[src/rtl/mac_pkg.sv]
// Shared definitions for the MAC operand path: operand/address widths and the
// loader state encoding.
package mac_pkg;
   localparam int DATA_W  = 8;
   localparam int DEPTH   = 10;
   localparam int ADDR_W  = 4;
   localparam int MAC_W   = 17;

   typedef enum logic [2:0] {
      IDLE,
      LOAD_A,
      LOAD_B,
      LOAD_C,
      DONE,
      FLUSH
   } ld_state_e;
endpackage

[src/rtl/mac_operand_loader_if.sv]
// Byte-stream input and shared BRAM write port of the operand loader.
interface mac_operand_loader_if;
   import mac_pkg::*;

   logic              start;
   logic              s_valid;
   logic [DATA_W-1:0] s_data;
   logic              s_last;
   logic              s_ready;
   logic [ADDR_W-1:0] wr_addr;
   logic [DATA_W-1:0] wr_data;
   logic              we_a;
   logic              we_b;
   logic              we_c;
   logic              busy;
   logic              done;
   logic              frame_err;

   modport master (
      output start, s_valid, s_data, s_last,
      input  s_ready, wr_addr, wr_data, we_a, we_b, we_c, busy, done, frame_err
   );

   modport slave (
      input  start, s_valid, s_data, s_last,
      output s_ready, wr_addr, wr_data, we_a, we_b, we_c, busy, done, frame_err
   );
endinterface

[src/rtl/mac_operand_loader.sv]
// Fills operand BRAMs a, b, c (DEPTH bytes each) from a byte stream, checks the
// s_last frame boundary and pulses done when all three arrays are written.
module mac_operand_loader
   import mac_pkg::*;
(
   input  logic                 clk,
   input  logic                 reset,
   mac_operand_loader_if.slave  bus
);

   ld_state_e         state;
   logic [ADDR_W-1:0] cnt;
   logic              hs;
   logic              last_elem;

   assign hs        = bus.s_valid & bus.s_ready;
   assign last_elem = (cnt == ADDR_W'(DEPTH - 1));

   always_ff @(posedge clk or negedge reset) begin
      if (!reset) begin
         state         <= IDLE;
         cnt           <= '0;
         bus.s_ready   <= 1'b0;
         bus.wr_addr   <= '0;
         bus.wr_data   <= '0;
         bus.we_a      <= 1'b0;
         bus.we_b      <= 1'b0;
         bus.we_c      <= 1'b0;
         bus.busy      <= 1'b0;
         bus.done      <= 1'b0;
         bus.frame_err <= 1'b0;
      end else begin
         bus.we_a      <= 1'b0;
         bus.we_b      <= 1'b0;
         bus.we_c      <= 1'b0;
         bus.done      <= 1'b0;
         bus.frame_err <= 1'b0;
         case (state)
            IDLE: if (bus.start) begin
               state       <= LOAD_A;
               cnt         <= '0;
               bus.busy    <= 1'b1;
               bus.s_ready <= 1'b1;
            end
            LOAD_A, LOAD_B, LOAD_C: if (hs) begin
               bus.wr_addr <= cnt;
               bus.wr_data <= bus.s_data;
               bus.we_a    <= (state == LOAD_A);
               bus.we_b    <= (state == LOAD_B);
               bus.we_c    <= (state == LOAD_C);
               cnt         <= last_elem ? '0 : cnt + 1'b1;
               // Final byte of the frame: s_last decides between DONE and FLUSH
               if (state == LOAD_C && last_elem) begin
                  if (bus.s_last) begin
                     state       <= DONE;
                     bus.done    <= 1'b1;
                     bus.busy    <= 1'b0;
                     bus.s_ready <= 1'b0;
                  end else begin
                     state         <= FLUSH;
                     bus.frame_err <= 1'b1;
                  end
               end else if (bus.s_last) begin
                  state         <= IDLE;
                  bus.frame_err <= 1'b1;
                  bus.busy      <= 1'b0;
                  bus.s_ready   <= 1'b0;
               end else if (last_elem) begin
                  state <= (state == LOAD_A) ? LOAD_B : LOAD_C;
               end
            end
            DONE: state <= IDLE;
            // Overlong frame: swallow bytes until the sender closes it
            FLUSH: if (hs && bus.s_last) begin
               state       <= IDLE;
               bus.busy    <= 1'b0;
               bus.s_ready <= 1'b0;
            end
            default: state <= IDLE;
         endcase
      end
   end

endmodule

[src/flat_wrapper.sv]
// flat-port wrapper written by rule: the top's interface ports become plain ports
module mac_operand_loader_flat import mac_pkg::*;
  (clk, reset, bus_start, bus_s_valid, bus_s_data, bus_s_last, bus_s_ready, bus_wr_addr, bus_wr_data, bus_we_a, bus_we_b, bus_we_c, bus_busy, bus_done, bus_frame_err);
  mac_operand_loader_if bus_i ();
  input  logic clk;
  input  logic reset;
  input wire logic [$bits(bus_i.start)-1:0] bus_start;
  input wire logic [$bits(bus_i.s_valid)-1:0] bus_s_valid;
  input wire logic [$bits(bus_i.s_data)-1:0] bus_s_data;
  input wire logic [$bits(bus_i.s_last)-1:0] bus_s_last;
  output wire logic [$bits(bus_i.s_ready)-1:0] bus_s_ready;
  output wire logic [$bits(bus_i.wr_addr)-1:0] bus_wr_addr;
  output wire logic [$bits(bus_i.wr_data)-1:0] bus_wr_data;
  output wire logic [$bits(bus_i.we_a)-1:0] bus_we_a;
  output wire logic [$bits(bus_i.we_b)-1:0] bus_we_b;
  output wire logic [$bits(bus_i.we_c)-1:0] bus_we_c;
  output wire logic [$bits(bus_i.busy)-1:0] bus_busy;
  output wire logic [$bits(bus_i.done)-1:0] bus_done;
  output wire logic [$bits(bus_i.frame_err)-1:0] bus_frame_err;
  assign bus_i.start = bus_start;
  assign bus_i.s_valid = bus_s_valid;
  assign bus_i.s_data = bus_s_data;
  assign bus_i.s_last = bus_s_last;
  assign bus_s_ready = bus_i.s_ready;
  assign bus_wr_addr = bus_i.wr_addr;
  assign bus_wr_data = bus_i.wr_data;
  assign bus_we_a = bus_i.we_a;
  assign bus_we_b = bus_i.we_b;
  assign bus_we_c = bus_i.we_c;
  assign bus_busy = bus_i.busy;
  assign bus_done = bus_i.done;
  assign bus_frame_err = bus_i.frame_err;
  mac_operand_loader u_core (.clk(clk), .reset(reset), .bus(bus_i));
endmodule
[config.mk]
export PLATFORM = sky130hd
export DESIGN_NAME = mac_operand_loader_flat
export DESIGN_NICKNAME = d
export VERILOG_FILES = /design/src/rtl/mac_pkg.sv /design/src/rtl/mac_operand_loader_if.sv /design/src/rtl/mac_operand_loader.sv /design/src/flat_wrapper.sv
export SDC_FILE = /design/constraint.sdc
export NUM_CORES = 1
export LEC_CHECK = 0
export BUFFER_PORTS_ARGS = -buffer_cell sky130_fd_sc_hd__buf_2
export CAP_MARGIN = 30
export CORE_UTILIZATION = 55
export DETAILED_ROUTE_END_ITERATION = 8
export GPL_ROUTABILITY_DRIVEN = 1
export GPL_TIMING_DRIVEN = 0
export PLACE_DENSITY_LB_ADDON = 0.08
export SYNTH_ARGS = -nofsm -noshare
export SYNTH_HDL_FRONTEND = slang
export SYNTH_SLANG_ARGS = --single-unit
[constraint.sdc]
create_clock -name clk -period 4.8 [get_ports clk]
set_input_delay 0.96 -clock clk [delete_from_list [all_inputs] [get_ports clk]]
set_output_delay 0.96 -clock clk [all_outputs]
set_load 0.01 [all_outputs]
== Yosys cells after proc, flatten, opt, wreduce, memory -nomap -nowiden ==
Cells that the tools add are included.
Cells by class
  add/subtract/negate cells: 1
  equal/unequal tests: 10
  muxes and demuxes: 32
  bitwise logic cells: 1
  reduce and logical (&&, ||, !) cells: 10
Operator list (number)
  $mux W1: 20
  $mux W3: 6
  $mux W4: 3
  $pmux W3 S3: 1
  $pmux W4 S2: 1
  $eq A3 B2 Y1 const B: 2
  $reduce_and A5 Y1: 1
  $add A4 B1 Y4 const B: 1
  $eq A4 B4 Y1 const B: 1
  $ne A2 B1 Y1 const B: 2
  $ne A2 B2 Y1 const B: 2
  $ne A4 B2 Y1 const B: 1
  $reduce_and A4 Y1: 1
  $eq A3 B1 Y1 const B: 1
  $eq A3 B3 Y1 const B: 1
  $logic_not A3 Y1: 1
  $pmux W1 S3: 1
  $reduce_and A3 Y1: 1
  $reduce_bool A3 Y1: 1
  $reduce_or A3 Y1: 1
  $logic_and A1 B1 Y1: 2
  $reduce_and A2 Y1: 1
  $reduce_bool A2 Y1: 1
  $and A1 B1 Y1: 1
Storage, ports and cells
  register bits after elaboration: 25
  input port bits: 13
  output and inout port bits: 19

== Depth between registers and ports, before layout ==
Gate-level depths: netlist of the first run.
  depth in word-level cells: 7
  mapped depth: 9
  mapped depth without buffers: 8

== Worst setup path before layout of the first run ==
OpenSTA, ideal clock, no wires.
  kind: input-to-reg
  start point: input port bus_start
  end point: register u_core.state[0]
  library setup time: 0.125 ns
  data arrival time: 1.806 ns
  slack: 2.870 ns
  stages: 4
  cell sequence: nor3b_4 nor3_1 a311oi_2 mux2_2
On the way
  word-level cells in the longest chain between the ends: 2
Ends and longest elaborated chain
  start, declared: RTL line flat_wrapper.sv:7  | input wire logic [$bits(bus_i.start)-1:0] bus_start;
  $ne A2 B2 Y1 (no source line)
  $reduce_and A4 Y1 (no source line)
  end signal, assigned: RTL line mac_operand_loader.sv:69  | state <= (state == LOAD_A) ? LOAD_B : LOAD_C;
  end, declared: RTL line mac_operand_loader.sv:11  | ld_state_e state;
No other way between the ends.
A chain may end at the register's enable or synchronous reset.

== Worst setup path in the final report of the first run ==
  start point: register u_core.bus.s_ready
  end point: output port bus_s_ready
RTL lines
  start, declared: RTL line mac_operand_loader_if.sv:26  | output s_ready, wr_addr, wr_data, we_a, we_b, we_c, busy, done, frame_err
  start signal, assigned: RTL line mac_operand_loader.sv:23  | bus.s_ready <= 1'b0;
  start signal, assigned: RTL line mac_operand_loader.sv:43  | bus.s_ready <= 1'b1;
  start signal, assigned: RTL line mac_operand_loader.sv:58  | bus.s_ready <= 1'b0;
  end, declared: RTL line flat_wrapper.sv:11  | output wire logic [$bits(bus_i.s_ready)-1:0] bus_s_ready;
No word-level cell between the ends.

==> reports/results.env, run 1 <==
RUN_STATUS='finished clean'
WL_PER_CELL_MICRONS=12.1
ACHIEVABLE-FREQUENCY_GHz=0.489
FP.DIEW_MICRONS=48.9
CTS-ROOT-TO-SINK-BUFFERS=2
GLOBAL_ROUTE_CONGESTION_OVERFLOW_TOTAL=0
DRTPASS1ITERATIONS=4
CLK_TRANSITION_REPORTED_PATHS_PS=140
FINISH.NET_COUNT=149
TIMING.CRITICAL_PATH.TO_TYPE='output port'
CTS_SINKS=25
PWR_DENSITY_CELL_mW_PER_MM2=575
SYNTH_EDF_COUNT=0
FINAL_LAYOUT_SIZE_SUFFIX_GT1_FRAC=0.473
DPL-INSTANCE-AREA_SQ_MM=0.00140
TIMING.REG2REG.WORST_PATH_DEPTH=7
CLOCK_TREE_FROM_TRITONCTS='yes'
YOSYS_WARNINGS=0
REGTOREGSETUPSLACK_PS=2990
START_KIND='register'
WORST_HOLD_PATH.ENDPOINT='u_core.bus.wr_data[2]$_DFFE_PN0P_'
ANTENNA_VIOLATIONS_BEFORE_REPAIR=0
WORSTHOLDPATHTYPE='reg2reg'
PATH_CELLS='buf_4 -> buf_2'
AREA.GROWTH.SYNTH_TO_FINAL_PCT=18.1
TOTAL_LEAKAGE_POWER_nW=0.718
PATH_CLASS='reg2out'
PLACE_HPWL_MM=1.44
IO_PINS=32
SYNTHESIS.AREA_PER_INSTANCE_SQ_UM=12.6
SYNTH_CELL_TYPES=36
CTS_ROOT_BUFFER='sky130_fd_sc_hd__clkbuf_4'
FINAL_REPORT_HOLD_VIOLATION_COUNT=0
RESIDUAL_DRC_COUNT=0
FINALSETUPVIOLCOUNT=0
WIRE_LENGTH_OF_THE_FIRST_GLOBAL_ROUTING_PASS_MM=3.58
STARTPOINT='u_core.bus.s_ready$_DFFE_PN0P_'
GRT_START_MAX_NET_PINS=26
CTS_REPAIR_RESIZE_COUNT=0
SEQ_CELLS_POST_SYNTH=25
CRIT_ARRIVAL_PS=1080
HOLD_START='u_core.bus.wr_data[2]$_DFFE_PN0P_'
SYNTH.NET_COUNT=113
CRITICAL_PATH.MAX_STAGE_DELAY_PS=480
FINAL.MIN_CLOCK_PERIOD_PS=2040
POST-ROUTE-PERIOD-UTIL=0.426
FINALWIRELENGTH_MM=1.91
SYNTH_SEQ_AREA_SHARE=0.517
CLK_LATENCY_PS=310
FP.COREAREA_SQ_MM=0.00202
DRV_SLEW=0
HOLD-PATH-CELL-COUNT=1
WORST_IR_DROP_VDD_uV=355
MULTI_INPUT_AREA_SQ_UM=523
VIAS_PER_CELL=5.18
CHIP_HEIGHT_MICRONS=48.9
FINAL_AREA_SQ_MM=0.00143
SYNTH.TOP_CELLS.BY_AREA='sky130_fd_sc_hd__dfrtp_1, sky130_fd_sc_hd__mux2_2, sky130_fd_sc_hd__ha_1, sky130_fd_sc_hd__buf_6, sky130_fd_sc_hd__nor3b_1'
DR_TOTAL_VIAS=818
TRITONCTS.NUM_BUFFERS=3
CLOCK_TREE.HTREE_LEVEL_COUNT=1
TNS_PS=0
MAPPEDNETLISTAREA_SQ_MM=0.00121
SYNTHFLOPTYPE='sky130_fd_sc_hd__dfrtp_1'
MAX_SLEW.WORST_PIN.SLEW_PS=536
ANTENNADIODECOUNT=0
CLOCK_SKEW_PS=1.60
PORT_BUFFERS=31
WORSTPATHREQUIRED_PS=3840
CP_SLOWEST_CELL='sky130_fd_sc_hd__dfrtp_1'
ROW_COUNT=16
HOLDBUFCOUNTCTS=0
REGISTER_AREA_SQ_UM=626
MAXSLEWHEADROOM=0.642
SYNTHCELLS=96
DRT-INITIAL-DRC-COUNT=9
SYNTHARSTFLOPSHARE=1.00
SYNTH_TOP_AREA_CELL='sky130_fd_sc_hd__dfrtp_1'
WORST_R2R_ENDPOINT='u_core.state[0]$_DFFE_PN0P_'
FULL_DIE_AREA_SQ_MM=0.00239
POST-CTS-SETUP-BUFFER-COUNT=0
FIRST_GLOBAL_VIAS=808
WORSTPATHMAXFANOUT=9
GLOBALROUTETOTALUTIL=0.195
ANT_NETS=0
RSZ0062_AT_GRT='no'
LAUNCH_POINT_OF_THE_WORST_REG_TO_REG_PATH='u_core.cnt[1]$_DFFE_PN0P_'
GP_WEIGHTED_CONGESTION=0.795
NETLIST.AREA_LEADER.SHARE=0.517
MAX_CAP_VIOLATIONS=0
NUM-FILL-CELLS=159
START_UTIL=0.599
## Yosys cell counts (3+ instances only)
| cell type | n |
|---|---|
| sky130_fd_sc_hd__nand2_1 | 3 |
| sky130_fd_sc_hd__nor3b_1 | 3 |
| sky130_fd_sc_hd__o21ai_0 | 4 |
| sky130_fd_sc_hd__nor2_1 | 4 |
| sky130_fd_sc_hd__nand3_1 | 3 |
| sky130_fd_sc_hd__ha_1 | 4 |
| sky130_fd_sc_hd__dfrtp_1 | 25 |
| sky130_fd_sc_hd__mux2_2 | 14 |
| sky130_fd_sc_hd__inv_1 | 4 |
## stage by stage
step / utilization / setup slack [ps] / cells / power (mW) / hold WS, ps
2_1_floorplan: - / 2870 / 96 / 0.619 / 468
3_3_place_gp: 0.692 / 2630 / 154 / 0.724 / 484
3_5_place_dp: 0.692 / 2630 / 154 / 0.737 / 490
4_1_cts: 0.707 / 2750 / 158 / 0.831 / 522
5_1_grt: 0.707 / 2700 / 158 / 0.886 / 538
6_report: 0.707 / 2760 / 158 / 0.822 / 519
## sequential cells by signal, summed over array words and instances (netlist names)
signal and cells:
u_core.bus.we_c 1, u_core.bus.we_b 1, u_core.bus.wr_data 8, u_core.state 3
u_core.bus.we_a 1, u_core.bus.done 1, u_core.bus.frame_err 1, u_core.bus.s_ready 1
u_core.bus.wr_addr 4, u_core.cnt 4
## cell usage in the layout, fill, tap and decap left out, types with 2 or more instances in the layout
cell type / count
sky130_fd_sc_hd__clkbuf_4: 3
sky130_fd_sc_hd__nor3b_1: 3
sky130_fd_sc_hd__buf_6: 2
sky130_fd_sc_hd__mux2_2: 14
sky130_fd_sc_hd__dfrtp_1: 25
sky130_fd_sc_hd__ha_1: 4
sky130_fd_sc_hd__nand4_1: 2
sky130_fd_sc_hd__nor3_1: 2
sky130_fd_sc_hd__and2_1: 2
sky130_fd_sc_hd__buf_2: 32
sky130_fd_sc_hd__nand3_1: 3
sky130_fd_sc_hd__inv_1: 4
sky130_fd_sc_hd__nor2_1: 4
sky130_fd_sc_hd__buf_4: 2
sky130_fd_sc_hd__o21ai_0: 4
sky130_fd_sc_hd__nand2_1: 3
## routing by layer
metal | GRT usage | up-vias | part of all wire
met2 | 0.338 | 18 | 0.47
li1 | - | 414 | -
met3 | 0.0280 | 4 | 0.033
met1 | 0.246 | 382 | 0.48
met5 | 0 | - | 0
met4 | 0.0735 | 0 | 0.014
## power by group
group | switching [mW] | internal, mW
combinational | 0.189 | 0.197
sequential | 0.0498 | 0.291
clock | 0.0635 | 0.0318
total | 0.302 | 0.520
## worst max path at each step
stage / to / slack [ps] / cells past startpoint
floorplan: u_core.state[0]$_DFFE_PN0P_ / 2870 / 4
global route: bus_s_ready / 2700 / 2
finish: bus_s_ready / 2760 / 2
detailed placement: u_core.bus.wr_data[4]$_DFFE_PN0P_ / 2630 / 5
CTS: bus_s_ready / 2750 / 2
global placement: u_core.bus.wr_addr[0]$_DFFE_PN0P_ / 2630 / 5
## cell families after synthesis
kind of cell / Yosys count / share of synthesized area
AND/OR/NAND/NOR: 28 / 0.149
flip-flops: 25 / 0.517
multiplexers: 15 / 0.139
AO/OA/AOI/OAI: 14 / 0.102
buffers and inverters: 10 / 0.0516
adder cells (fa/ha/maj): 4 / 0.0413
## worst max-delay path: cells and delay by family (launching register included)
| kind | cells | cell delay [ps] |
|---|---|---|
| buffers and inverters | 2 | 280 |
| DFF | 1 | 480 |
## area by class of cell
cell class,count,share of cell area
Buffer,6,0.0332
Clock buffer,3,0.0157
Clock inverter,1,0.00525
Inverter,4,0.0105
Multi-Input combinational cell,61,0.366
Sequential cell,25,0.437
Tap cell,27,0.0236
Timing Repair Buffer,31,0.108
(Power assumes the default switching activity.)
==> inputs of run 2 (changes only) <==
--- a/config.mk
+++ b/config.mk
@@ -5,9 +5,10 @@
 export SDC_FILE = /design/constraint.sdc
 export NUM_CORES = 1
 export LEC_CHECK = 0
+export ABC_AREA = 1
 export BUFFER_PORTS_ARGS = -buffer_cell sky130_fd_sc_hd__buf_2
 export CAP_MARGIN = 30
-export CORE_UTILIZATION = 55
+export CORE_UTILIZATION = 46
 export DETAILED_ROUTE_END_ITERATION = 8
 export GPL_ROUTABILITY_DRIVEN = 1
 export GPL_TIMING_DRIVEN = 0
==> constraint.sdc (replaced) <==
create_clock -name clk -period 1.8 [get_ports clk]
set_input_delay 0.36 -clock clk [delete_from_list [all_inputs] [get_ports clk]]
set_output_delay 0.36 -clock clk [all_outputs]
set_load 0.01 [all_outputs]
==> run 2 against run 1 <==
Net effect:
- global-route usage down 1.3 points
- hold slack got worse by 520 ps
- first-iteration DRC count rose by 56%
- sequential share of layout area fell by 0.94 points
- clock skew grew 8.7 ps
- largest power group unchanged
- largest cell class unchanged
- register-to-register slack lost 2800 ps
- sequential power increased to 2.6 times the previous value
- synthesized area rose by 2.5%
- core utilization down 13 points
- total power rose to 2.5 times the previous value
- final cell count grew 30%
- synthesized cell count is 46% higher
- highest routed layer unchanged
==> reports/results.env, run 2 <==
FULL_DIE_AREA_SQ_MM=0.00291
CLOCK_SKEW_PS=10.3
RSZ0062_AT_GRT='no'
DRTPASS1ITERATIONS=4
PWR_DENSITY_CELL_mW_PER_MM2=1430
CTS_SINKS=25
RESIDUAL_DRC_COUNT=0
CLOCK_TREE_FROM_TRITONCTS='yes'
NETLIST.AREA_LEADER.SHARE=0.504
PLACED_CELLS=201
DRV_SLEW=0
SEQ_CELLS_POST_SYNTH=25
SYNTH_CELL_TYPES=23
POST_LAYOUT_NONFILLER_INSTANCES=205
TOTAL_LEAKAGE_POWER_nW=0.824
FP.DIEW_MICRONS=53.9
SYNTH.NET_COUNT=157
GLOBAL_ROUTE_CONGESTION_OVERFLOW_TOTAL=0
TNS_PS=0
AREA.GROWTH.SYNTH_TO_FINAL_PCT=17.7
DR_TOTAL_VIAS=1012
GRT_START_MAX_NET_PINS=26
CTS-ROOT-TO-SINK-BUFFERS=2
NUM-FILL-CELLS=236
SYNTH_EDF_COUNT=0
GLOBALROUTETOTALUTIL=0.182
VIAS_PER_CELL=4.94
YOSYS_WARNINGS=0
SYNTHFLOPTYPE='sky130_fd_sc_hd__dfrtp_1'
FP.COREAREA_SQ_MM=0.00252
HOLDBUFCOUNTCTS=0
SYNTHCELLS=140
TOP_REGISTER='u_core.bus.wr_data'
WORST_IR_DROP_VDD_uV=843
WORST_R2R_ENDPOINT='u_core.state[1]$_DFFE_PN0P_'
PORT_BUFFERS=31
DRT-INITIAL-DRC-COUNT=14
MAXSLEWHEADROOM=0.633
WORSTPATHMAXFANOUT=5
MAX_REG_FLOPS=8
GP_WEIGHTED_CONGESTION=0.837
MAX_SLEW.WORST_PIN.SLEW_PS=550
MAX_CAP_VIOLATIONS=0
WORSTHOLDPATHTYPE='in2async'
START_KIND='register'
ACHIEVABLE-FREQUENCY_GHz=0.635
FINALSETUPVIOLCOUNT=0
POWER_mW=2.10
TRITONCTS.NUM_BUFFERS=3
CLK_LATENCY_PS=320
SYNTH.TOP_CELLS.BY_COUNT='sky130_fd_sc_hd__nand2_1, sky130_fd_sc_hd__dfrtp_1, sky130_fd_sc_hd__nand3_1, sky130_fd_sc_hd__inv_1, sky130_fd_sc_hd__nor2_1'
SYNTHARSTFLOPSHARE=1.00
ANTENNADIODECOUNT=0
START_UTIL=0.492
IO_PINS=32
TIMING.REG2REG.WORST_PATH_DEPTH=10
FIRST_GLOBAL_VIAS=893
FINALWIRELENGTH_MM=2.34
MAPPEDNETLISTAREA_SQ_MM=0.00124
RUN_STATUS='finished clean'
CRIT_ARRIVAL_PS=1790
POST-ROUTE-PERIOD-UTIL=0.875
ANT_NETS=0
SYNTH_TOP_AREA_CELL='sky130_fd_sc_hd__dfrtp_1'
MOSTFREQUENTLAYOUTCELLS='sky130_fd_sc_hd__nand2_1, sky130_fd_sc_hd__buf_2, sky130_fd_sc_hd__dfrtp_1, sky130_fd_sc_hd__nand3_1, sky130_fd_sc_hd__inv_1'
LAUNCH_POINT_OF_THE_WORST_REG_TO_REG_PATH='u_core.cnt[1]$_DFFE_PN0P_'
CHIP_HEIGHT_MICRONS=53.9
ANTENNA_VIOLATIONS_BEFORE_REPAIR=0
FINISH.NET_COUNT=193
POST-SYNTH-TOP-COUNT-CELL='sky130_fd_sc_hd__nand2_1'
WORSTPATHREQUIRED_PS=2020
LAYOUT_COMMONEST_CELL='sky130_fd_sc_hd__nand2_1'
LAYOUT_TOP_REGISTERS='u_core.bus.wr_data (8), u_core.bus.wr_addr (4), u_core.cnt (4)'
FINAL.MIN_CLOCK_PERIOD_PS=1570
CLK_TRANSITION_REPORTED_PATHS_PS=150
WL_PER_CELL_MICRONS=11.4
CTS_REPAIR_RESIZE_COUNT=0
SYNTH.TOP_CELLS.BY_AREA='sky130_fd_sc_hd__dfrtp_1, sky130_fd_sc_hd__nand2_1, sky130_fd_sc_hd__nand3_1, sky130_fd_sc_hd__ha_1, sky130_fd_sc_hd__nand3_2'
SYNTHESIS.AREA_PER_INSTANCE_SQ_UM=8.87
CTS_ROOT_BUFFER='sky130_fd_sc_hd__clkbuf_4'
CLOCK_TREE.HTREE_LEVEL_COUNT=1
WIRE_LENGTH_OF_THE_FIRST_GLOBAL_ROUTING_PASS_MM=3.74
POST-ROUTE-UTIL=0.579
FINAL_LAYOUT_SIZE_SUFFIX_GT1_FRAC=0.331
PATH_CLASS='reg2reg'
REGTOREGSETUPSLACK_PS=230
FINAL_REPORT_HOLD_VIOLATION_COUNT=0
PLACE_HPWL_MM=1.78
TIMING.CRITICAL_PATH.TO_TYPE='register'
SYNTH_SEQ_AREA_SHARE=0.504
ROW_COUNT=18
POST-CTS-SETUP-BUFFER-COUNT=0
run 2: changes by cell type in the layout (fill, tap and decap cells not counted), moves of 3 or more:
cell,change
sky130_fd_sc_hd__nand2_1,+39
sky130_fd_sc_hd__nand2_2,+4
sky130_fd_sc_hd__o21ai_0,-3
sky130_fd_sc_hd__nor2_1,+3
sky130_fd_sc_hd__inv_1,+4
sky130_fd_sc_hd__nand3_2,+4
sky130_fd_sc_hd__o21ai_1,+6
sky130_fd_sc_hd__nor3b_1,-3
sky130_fd_sc_hd__nand3_1,+10
sky130_fd_sc_hd__inv_2,+4
sky130_fd_sc_hd__nand4_1,+4
sky130_fd_sc_hd__mux2_2,-14
run 2: power breakdown:
part / total (mW) / switching [mW] / internal [mW]
sequential: 0.879 / 0.140 / 0.740
combinational: 0.962 / 0.584 / 0.378
clock: 0.254 / 0.171 / 0.0831
total: 2.10 / 0.895 / 1.20
run 2: per-layer routing:
| layer | up-vias | share of wire | track usage |
|---|---|---|---|
| met1 | 464 | 0.47 | 0.218 |
| met5 | - | 0 | 0 |
| li1 | 526 | - | - |
| met4 | 0 | 0.0051 | 0.0789 |
| met2 | 20 | 0.48 | 0.321 |
| met3 | 2 | 0.044 | 0.0254 |
run 2: worst max path at each step:
stage | from | endpoint | slack [ps] | depth (start not counted)
after floorplan | u_core.cnt[1]$_DFFE_PN0P_ | u_core.state[1]$_DFFE_PN0P_ | 390 | 10
after global placement | u_core.cnt[1]$_DFFE_PN0P_ | u_core.state[1]$_DFFE_PN0P_ | 250 | 10
after detailed placement | u_core.cnt[1]$_DFFE_PN0P_ | u_core.state[1]$_DFFE_PN0P_ | 240 | 10
after CTS | u_core.cnt[1]$_DFFE_PN0P_ | u_core.state[1]$_DFFE_PN0P_ | 210 | 10
after global routing | u_core.cnt[1]$_DFFE_PN0P_ | u_core.state[1]$_DFFE_PN0P_ | 70 | 10
final | u_core.cnt[1]$_DFFE_PN0P_ | u_core.state[1]$_DFFE_PN0P_ | 230 | 10
run 2: layout make-up:
class,count,area [sq um],area share
inverters,12,45.0,0.0308
well taps,30,37.5,0.0257
clock inverters,1,5.00,0.00342
flip-flops and latches,25,626,0.428
plain buffers,5,40.0,0.0274
clock buffers,3,22.5,0.0154
repair buffers,31,155,0.106
multi-input cells,98,531,0.363
run 2: critical path, stage by stage (launching register included):
cell	delay, ps
sky130_fd_sc_hd__dfrtp_1	440
sky130_fd_sc_hd__inv_1	110
sky130_fd_sc_hd__ha_1	160
sky130_fd_sc_hd__nand3_2	140
sky130_fd_sc_hd__inv_1	80
sky130_fd_sc_hd__nand3_1	110
sky130_fd_sc_hd__ha_1	210
sky130_fd_sc_hd__inv_1	50
sky130_fd_sc_hd__nor2_1	40
sky130_fd_sc_hd__nand4_1	90
sky130_fd_sc_hd__nand2_1	60
run 2: stage by stage:
stage	setup slack [ps]	hold WS (ps)	instance area [sq um]
6_report	226	0.00777	1460
5_1_grt	69.9	45.6	1460
4_1_cts	209	21.0	1460
3_5_place_dp	245	384	1430
3_3_place_gp	252	378	1430
2_1_floorplan	392	64.4	1240
run 2: kinds of logic after synthesis:
family,Yosys count,share of synthesized area
AO/OA/AOI/OAI,11,0.0504
flip-flops,25,0.504
buffers and inverters,17,0.0685
AND/OR/NAND/NOR,83,0.337
adder cells (fa/ha/maj),4,0.0403
